==> config.mk <==
export PLATFORM = sky130hd
export DESIGN_NAME = serial_mod_engine
export DESIGN_NICKNAME = d
export VERILOG_FILES = /design/src/rtl/serial_mod_pkg.sv /design/src/rtl/bit_serial_sub.sv /design/src/rtl/serial_mod_engine.sv
export SDC_FILE = /design/constraint.sdc
export NUM_CORES = 1
export LEC_CHECK = 0
export CAP_MARGIN = 20
export CORE_MARGIN = 8
export CORE_UTILIZATION = 50
export CTS_BUF_LIST = sky130_fd_sc_hd__clkbuf_8
export DETAILED_ROUTE_END_ITERATION = 10
export DONT_BUFFER_PORTS = 1
export RECOVER_POWER = 50
export SLEW_MARGIN = 25
export SYNTH_ARGS = -nofsm -noshare
export SYNTH_HDL_FRONTEND = slang
export SYNTH_SLANG_ARGS = --single-unit
export TNS_END_PERCENT = 10
==> constraint.sdc <==
create_clock -name clk -period 5.26 [get_ports clk]
set_input_delay 1.052 -clock clk [delete_from_list [all_inputs] [get_ports clk]]
set_output_delay 1.052 -clock clk [all_outputs]
set_load 0.05 [all_outputs]
==> src/rtl/serial_mod_pkg.sv <==
// Shared types for the bit-serial modulus engine: FSM states and the worst-case
// accept-to-done latency.
package serial_mod_pkg;

  typedef enum logic [2:0] {IDLE, ALIGN, SUB, STEP, DONE} state_t;

  function automatic int MAX_LATENCY(input int width);
    return width * (width + 3) + 2;
  endfunction

endpackage

==> src/rtl/bit_serial_sub.sv <==
// One-bit full subtractor with a registered borrow; clr zeroes the borrow so a
// fresh LSB-first pass starts clean.
module bit_serial_sub (
  input  logic clk,
  input  logic rst,
  input  logic clr,
  input  logic a,
  input  logic b,
  output logic diff,
  output logic borrow
);

  logic brw_q, brw_d;

  assign diff   = a ^ b ^ brw_q;
  assign brw_d  = (~a & b) | (brw_q & ~(a ^ b));
  assign borrow = brw_q;

  always_ff @(posedge clk) begin
    if (rst || clr) brw_q <= 1'b0;
    else            brw_q <= brw_d;
  end

endmodule

==> src/rtl/serial_mod_engine.sv <==
// Bit-serial remainder unit: aligns the divisor under the dividend, then
// restoring-subtracts one bit per cycle while shifting the divisor back down.
module serial_mod_engine
  import serial_mod_pkg::*;
#(
  parameter int WIDTH = 16,
  parameter int IDX_W = $clog2(WIDTH) + 1
) (
  input  logic             clk,
  input  logic             rst,
  input  logic             start,
  input  logic [WIDTH-1:0] dividend,
  input  logic [WIDTH-1:0] divisor,
  output logic             ready,
  output logic             busy,
  output logic             done,
  output logic [WIDTH-1:0] rem,
  output logic             divisible,
  output logic             div_zero
);

  localparam int               IW   = $clog2(WIDTH);
  localparam logic [IDX_W-1:0] LAST = IDX_W'(WIDTH - 1);

  state_t           state_q, state_d;
  logic [WIDTH-1:0] r_q, r_d, d_q, d_d, rem_q, rem_d;
  logic [IDX_W-1:0] sh_q, sh_d, idx_q, idx_d;
  logic             divisible_q, divisible_d, div_zero_q, div_zero_d;
  logic [WIDTH-1:0] dsh;
  logic             sub_diff, sub_brw, sub_clr;

  assign dsh     = d_q << sh_q;
  // Borrow is held clear outside SUB, so it is zero on every SUB entry and
  // still shows the final borrow during the first STEP cycle.
  assign sub_clr = (state_q != SUB);

  bit_serial_sub u_sub (
    .clk    (clk),
    .rst    (rst),
    .clr    (sub_clr),
    .a      (r_q[idx_q[IW-1:0]]),
    .b      (dsh[idx_q[IW-1:0]]),
    .diff   (sub_diff),
    .borrow (sub_brw)
  );

  always_comb begin
    state_d     = state_q;
    r_d         = r_q;
    d_d         = d_q;
    sh_d        = sh_q;
    idx_d       = idx_q;
    rem_d       = rem_q;
    divisible_d = divisible_q;
    div_zero_d  = div_zero_q;
    case (state_q)
      IDLE: if (start) begin
        r_d         = dividend;
        d_d         = divisor;
        sh_d        = '0;
        idx_d       = '0;
        divisible_d = 1'b0;
        div_zero_d  = (divisor == '0);
        if (divisor == '0) begin
          state_d = DONE;
          rem_d   = dividend;
        end else if (dividend < divisor) begin
          state_d     = DONE;
          rem_d       = dividend;
          divisible_d = (dividend == '0);
        end else begin
          state_d = ALIGN;
        end
      end
      // Top bit of dsh clear guarantees the doubled compare loses nothing.
      ALIGN: if (!dsh[WIDTH-1] && ((dsh << 1) <= r_q)) begin
        sh_d = sh_q + IDX_W'(1);
      end else begin
        state_d = SUB;
        idx_d   = '0;
      end
      SUB: begin
        r_d[idx_q[IW-1:0]] = sub_diff;
        if (idx_q == LAST) state_d = STEP;
        else               idx_d   = idx_q + IDX_W'(1);
      end
      STEP: if (r_q >= dsh) begin
        state_d = SUB;
        idx_d   = '0;
      end else if (sh_q == '0) begin
        state_d     = DONE;
        rem_d       = r_q;
        divisible_d = (r_q == '0);
      end else begin
        sh_d = sh_q - IDX_W'(1);
      end
      DONE:    state_d = IDLE;
      default: state_d = IDLE;
    endcase
  end

  always_ff @(posedge clk) begin
    if (rst) begin
      state_q     <= IDLE;
      r_q         <= '0;
      d_q         <= '0;
      sh_q        <= '0;
      idx_q       <= '0;
      rem_q       <= '0;
      divisible_q <= 1'b0;
      div_zero_q  <= 1'b0;
    end else begin
      state_q     <= state_d;
      r_q         <= r_d;
      d_q         <= d_d;
      sh_q        <= sh_d;
      idx_q       <= idx_d;
      rem_q       <= rem_d;
      divisible_q <= divisible_d;
      div_zero_q  <= div_zero_d;
      if (state_q == STEP) assert (!sub_brw);
    end
  end

  assign ready     = (state_q == IDLE);
  assign busy      = ~ready;
  assign done      = (state_q == DONE);
  assign rem       = rem_q;
  assign divisible = divisible_q;
  assign div_zero  = div_zero_q;

endmodule

==> results of run 1 <==
## cell usage after synthesis, types with 2 or more instances
master | instances | share of area
o221ai_1 | 10 | 0.016
nor3b_2 | 2 | 0.0047
o2111ai_1 | 3 | 0.0049
nor2b_1 | 4 | 0.0047
nand4_1 | 9 | 0.011
nor2_1 | 54 | 0.038
clkbuf_1 | 33 | 0.023
nor3b_1 | 4 | 0.0056
mux2_2 | 8 | 0.017
o22ai_1 | 2 | 0.0024
o31ai_1 | 8 | 0.011
and3_1 | 6 | 0.0071
inv_1 | 57 | 0.040
a31oi_1 | 19 | 0.022
nand2_1 | 79 | 0.056
o21a_1 | 3 | 0.0042
buf_2 | 6 | 0.0056
a311oi_1 | 17 | 0.028
and2_1 | 4 | 0.0047
dfxtp_1 | 64 | 0.24
a22oi_1 | 10 | 0.014
a21o_1 | 8 | 0.011
buf_1 | 3 | 0.0021
mux4_2 | 14 | 0.059
a221oi_1 | 2 | 0.0033
o311ai_0 | 2 | 0.0033
mux2i_1 | 5 | 0.0094
a211oi_1 | 10 | 0.014
o32ai_1 | 3 | 0.0049
o211ai_1 | 4 | 0.0056
o21ai_0 | 11 | 0.010
fa_1 | 2 | 0.0075
xnor2_1 | 3 | 0.0049
ha_1 | 52 | 0.12
mux4_1 | 2 | 0.0099
a21oi_1 | 79 | 0.074
nor3_1 | 19 | 0.018
nand2b_1 | 3 | 0.0035
a2111o_1 | 2 | 0.0042
nor4_1 | 16 | 0.019
or2_2 | 6 | 0.0071
nand3_1 | 4 | 0.0038
or3_1 | 7 | 0.0082
## logic make-up after synthesis
kind of cell	Yosys count	share of synthesized area
compound gates	202	0.254
xor+xnor	4	0.00659
fa+ha+maj	54	0.130
buf+inv	101	0.0748
flops	64	0.241
mux	29	0.0955
simple gates	221	0.198
## final cells by class
cell class | instances | area (um2) | area share
clock buffers | 9 | 124 | 0.0223
clock inverters | 7 | 78.8 | 0.0142
inverters | 57 | 214 | 0.0386
multi-input cells | 510 | 3640 | 0.657
flip-flops and latches | 64 | 1280 | 0.231
well taps | 136 | 170 | 0.0307
repair buffers | 5 | 33.8 | 0.00609
## path summary, 6_finish.rpt
path / slack [ns] / to / start / cells past startpoint
setup reg to reg: 0.69 / state_q[0]$_SDFFE_PP0P_ / sh_q[1]$_SDFFE_PP0P_ / 14
hold reg to reg: 0.46 / d_q[15]$_SDFFE_PP0P_ / d_q[15]$_SDFFE_PP0P_ / 2
hold / removal: 0.46 / d_q[15]$_SDFFE_PP0P_ / d_q[15]$_SDFFE_PP0P_ / 2
setup / recovery: 0.69 / state_q[0]$_SDFFE_PP0P_ / sh_q[1]$_SDFFE_PP0P_ / 14
## flip-flops by register name, indices dropped and copies added (netlist names)
register	count
sh_q	5
rem	16
state_q	3
divisible	1
d_q	16
idx_q	5
u_sub.borrow	1
r_q	16
div_zero	1
## per-layer routing
| layer | track usage | routed length (um) | up-vias |
|---|---|---|---|
| li1 | - | - | 2458 |
| met2 | 0.394 | 8080 | 191 |
| met1 | 0.322 | 7600 | 2438 |
| met4 | 0.118 | 531 | 0 |
| met3 | 0.0586 | 1320 | 41 |
| met5 | 0 | 0 | - |
## metrics by stage
stage | cells | total power, W
floorplan | 675 | 0.00148
detailed placement | 772 | 0.00171
finish | 788 | 0.00217
CTS | 788 | 0.00217
global route | 788 | 0.00232
global placement | 772 | 0.00171
## where the power goes
| group | switching (W) | leakage [nW] | internal [W] | total [W] |
|---|---|---|---|---|
| Clock | 0.000237 | 0.0925 | 0.000223 | 0.000459 |
| Sequential | 0.000236 | 0.526 | 0.000572 | 0.000808 |
| Combinational | 0.000556 | 1.57 | 0.000351 | 0.000907 |
## worst max-delay path: cells and delay by family, from the launching register on
| family | cells | cell delay, ns |
|---|---|---|
| DFF | 1 | 0.96 |
| buffers and inverters | 1 | 0.05 |
| and+or+nand+nor | 4 | 0.61 |
| adders and majority gates | 1 | 0.30 |
| muxes | 1 | 0.43 |
| AOI/OAI and AO/OA | 7 | 2.08 |
==> summary.md, run 1 <==
| Metric | Value |
|---|---|
| Setup_tns | `0 ns` |
| Setup-failing EPs final | `0` |
| Core Box Area | `10300 um2` |
| Initial DRT Pass Iterations | `5` |
| Post-synthesis cell area | `5320 um2` |
| Final hold viol count | `0` |
| Worst Hold Slack | `0.459 ns` |
| First-pass GRT wire length | `28200 um` |
| GP Congestion | `0.931` |
| Worst slew pin tran | `1.46 ns` |
| Die ar. | `14200 um2` |
| DRT antenna net count | `0` |
| Remaining DRCs | `0` |
| Die X | `119 um` |
| Post_cts resized | `0` |
| Cell Pwr Density | `392 nW/um2` |
| RSZ-0062 raised after global routing | `false` |
| Die Y | `119 um` |
| Fmax | `219 MHz` |
| Skew final | `0.0141 ns` |
| Leak Pwr | `2.19 nW` |
| Placed inst area | `5340 um2` |
| Post-Syn Instances | `675` |
| Initial antenna violation count | `0` |
| Seq cells post-synth | `64` |
| Status | `complete, no violations` |
| Fin crit period | `4.57 ns` |
| Crit-path slowest cell | `dfxtp_1` |
| Final WL | `17500 um` |
| Worst-path cell chain | `mux2_2 -> a21oi_1 -> nor2_1 -> a21oi_1 -> nand2b_1 -> inv_1 -> ha_1 -> nand4_1 -> nor3_1 -> a31oi_1 -> o311a_1 -> o2111a_2 -> o31ai_1 -> o21ai_0` |
| Max incr delay on CP | `0.96 ns` |
| Via-per-instance ratio | `6.51` |
| CTS tree | `yes` |
| Register area share after synthesis | `0.241` |
| Fillers | `1027` |
| P&R area growth vs syn | `4.33%` |
| Netlist cell types | `59` |
| Worst EP required | `5.50 ns` |
| Clock buffer depth | `2` |
| DR vias | `5128` |
| Layout Utilization | `0.537` |
| Initial Util | `0.515` |
| Most frequent cells in the layout | `a21oi_1, nand2_1, dfxtp_1` |
| YS warnings | `0` |
| GRT Overall Usage | `0.252` |
| Dpl hpwl | `13400 um` |
| Final Max Tran Viols | `0` |
| Diode count | `0` |
| Syn nets | `764` |
| Worst-Skew Late Latency | `0.38 ns` |
| Largest net degree at the start of global routing | `54` |
| Avg Cell Area, Syn | `7.88 um2` |
| Setup Buffers After CTS | `0` |
| Root buffer cell | `clkbuf_8` |
| Reg clk slew, reported paths | `0.09 ns` |
| Fin worst setup slack | `0.686 ns` |
| Max-Slew Margin vs Limit | `0.0256` |
| Num ports | `56` |
| MaxCap Viol Count | `0` |
| Hold/Removal Path Class | `reg -> reg` |
| # hold bufs at CTS | `0` |
| Commonest register cell after synthesis | `dfxtp_1` |
| PortBufs | `0` |
| H-Tree Depth | `3` |
| Crit share post-route | `0.870` |
| Most Frequent Cell on Critical Path | `a21oi_1` |
| Row cnt | `37` |
| Crit path launch type | `flop` |
| Setup CP Type | `reg -> reg` |
| Critical path capture point type | `flop` |
| Vias in the first global route | `5029` |
| Clock sink count | `64` |
| GR Overflow Total | `0` |
| EDFF count, synth | `0` |
| VDD IR max | `0.000184 V` |
| Final net count | `736` |
| DP Worst Slack | `0.802 ns` |
| Worst Path Arrival | `4.81 ns` |
| Critical path fanouts, max | `23` |
| Initial DRC count | `531` |
| Post-synth ARST share | `0` |
| Fin area | `5550 um2` |
| Fraction of layout cells with a size suffix above 1 | `0.0890` |
| Total CTS buffers | `9` |
| Wire length per cell | `22.2 um` |
No activity file was read; power rests on OpenSTA's default activity.
==> inputs of run 2 (changes only) <==
- CORE_UTILIZATION: 50 -> 44
==> summary.md, run 2 (synthesis gave the netlist of run 1 again) <==
| Metric | Value |
|---|---|
| Fin worst setup slack | `0.868 ns` |
| Setup CP Type | `reg -> reg` |
| Worst slew pin tran | `2.34 ns` |
| Status | `finished, violations left` |
| Root buffer cell | `clkbuf_8` |
| Fraction of layout cells with a size suffix above 1 | `0.0876` |
| Final Max Tran Viols | `52` |
| DRT antenna net count | `0` |
| Fin crit period | `4.39 ns` |
| Setup Buffers After CTS | `0` |
| Fmax | `228 MHz` |
| Via-per-instance ratio | `6.50` |
| # hold bufs at CTS | `0` |
| P&R area growth vs syn | `4.78%` |
| Row cnt | `40` |
| Leak Pwr | `2.20 nW` |
| H-Tree Depth | `3` |
| Cell family with most CP delay | `compound AO/OA/AOI/OAI gates` |
| Max incr delay on CP | `0.96 ns` |
| Wire length per cell | `21.7 um` |
| Sequential power share | `0.367` |
| Die X | `126 um` |
| Initial DRT Pass Iterations | `5` |
| Initial Util | `0.446` |
| Num ports | `56` |
| Cell Int Power | `0.00119 W` |
| GRT Overall Usage | `0.220` |
| Worst reg-to-reg setup slack | `0.87 ns` |
| Worst-path cell chain | `mux2_2 -> a21oi_1 -> nor2_1 -> a21oi_1 -> nand2b_1 -> inv_1 -> ha_1 -> nand4_1 -> nor3_1 -> a31oi_1 -> o311a_1 -> o2111a_2 -> o31ai_1 -> o21ai_0` |
| Skew final | `0.0139 ns` |
| Max-Slew Margin vs Limit | `-0.557` |
| DR vias | `5187` |
| Hold/Removal Path Class | `reg -> reg` |
| Worst Path Arrival | `4.61 ns` |
| Crit share post-route | `0.835` |
| Comb power frac | `0.411` |
| Diode count | `0` |
| CTS tree | `yes` |
| DP Worst Slack | `0.827 ns` |
| Final net count | `735` |
| Cell Pwr Density | `395 nW/um2` |
| Die ar. | `15900 um2` |
| MaxCap Viol Count | `1` |
| Overall power | `0.00220 W` |
| Total CTS buffers | `9` |
| Switching Share | `0.459` |
| Switch Pwr | `0.00101 W` |
| Setup-failing EPs final | `0` |
| Post_cts resized | `0` |
| Worst EP required | `5.48 ns` |
| VDD IR max | `0.000186 V` |
| Largest net degree at the start of global routing | `54` |
| GP Congestion | `0.959` |
| Die Y | `126 um` |
| Violated checks | `capacitance limit, slew limit` |
| Initial antenna violation count | `0` |
| Setup_tns | `0 ns` |
| Critical path capture point type | `flop` |
| Crit-path slowest cell | `dfxtp_1` |
| Remaining DRCs | `0` |
| RSZ-0062 raised after global routing | `false` |
| Critical path fanouts, max | `23` |
| Final WL | `17300 um` |
| Reg clk slew, reported paths | `0.07 ns` |
| Vias in the first global route | `5023` |
| First-pass GRT wire length | `27500 um` |
| Crit path launch type | `flop` |
| Final hold viol count | `0` |
| Dpl hpwl | `13300 um` |
| CP bufs+invs | `1` |
| Clock sink count | `64` |
| Clock power frac | `0.222` |
| Most frequent cells in the layout | `a21oi_1, nand2_1, dfxtp_1` |
| GR Overflow Total | `0` |
| PortBufs | `0` |
| Fillers | `1213` |
| Clock buffer depth | `2` |
| Core Box Area | `11900 um2` |
| Initial DRC count | `434` |
| Most Frequent Cell on Critical Path | `a21oi_1` |
| Worst-Skew Late Latency | `0.38 ns` |
run 2: cell count changes in the layout (fill, tap and decap cells not counted), sizes merged:
cell	previous run	this run
buf	4	3
bufinv	1	2
clkinv	1	5
clkinvlp	3	0
inv	59	57
run 2: layer usage:
metal | up-vias | wire, um | part of all wire | GRT usage
met5 | - | 0 | 0 | 0
met4 | 0 | 385 | 0.022 | 0.0920
met3 | 27 | 1190 | 0.069 | 0.0388
met2 | 196 | 8230 | 0.47 | 0.358
met1 | 2512 | 7530 | 0.43 | 0.283
li1 | 2452 | - | - | -
run 2: worst paths after layout:
check,startpoint,endpoint,cells past startpoint
max,sh_q[1]$_SDFFE_PP0P_,state_q[0]$_SDFFE_PP0P_,14
min,d_q[15]$_SDFFE_PP0P_,d_q[15]$_SDFFE_PP0P_,2
max reg2reg,sh_q[1]$_SDFFE_PP0P_,state_q[0]$_SDFFE_PP0P_,14
min reg2reg,d_q[15]$_SDFFE_PP0P_,d_q[15]$_SDFFE_PP0P_,2
run 2: metrics by stage:
stage | area (um2) | util | hold slack [ns] | std cells
global route | 5570 | 0.468 | 0.487 | 798
CTS | 5570 | 0.467 | 0.463 | 798
global placement | 5350 | 0.449 | 0.447 | 782
finish | 5570 | 0.468 | 0.461 | 798
detailed placement | 5350 | 0.449 | 0.453 | 782
floorplan | 5320 | - | 0.433 | 675
run 2: power groups by stage:
| stage | registers, W | clock network (W) | logic (W) |
|---|---|---|---|
| after floorplan | 0.000760 | 0 | 0.000723 |
| after global placement | 0.000818 | 0 | 0.000880 |
| after detailed placement | 0.000818 | 0 | 0.000891 |
| after CTS | 0.000806 | 0.000494 | 0.000897 |
| after global routing | 0.000822 | 0.000521 | 0.00101 |
| final | 0.000808 | 0.000488 | 0.000906 |
run 2: worst min-delay path: stages (launching register included):
cell	delay, ns
dfxtp_1	0.31
nand2_1	0.05
a21oi_1	0.05
run 2: final cells by class:
cell class	instances	area [um2]	share of cell area
multi-input cells	510	3640	0.654
flip-flops and latches	64	1280	0.230
inverters	57	214	0.0384
well taps	147	184	0.0330
clock buffers	9	124	0.0222
clock inverters	7	96.3	0.0173
repair buffers	4	26.3	0.00472
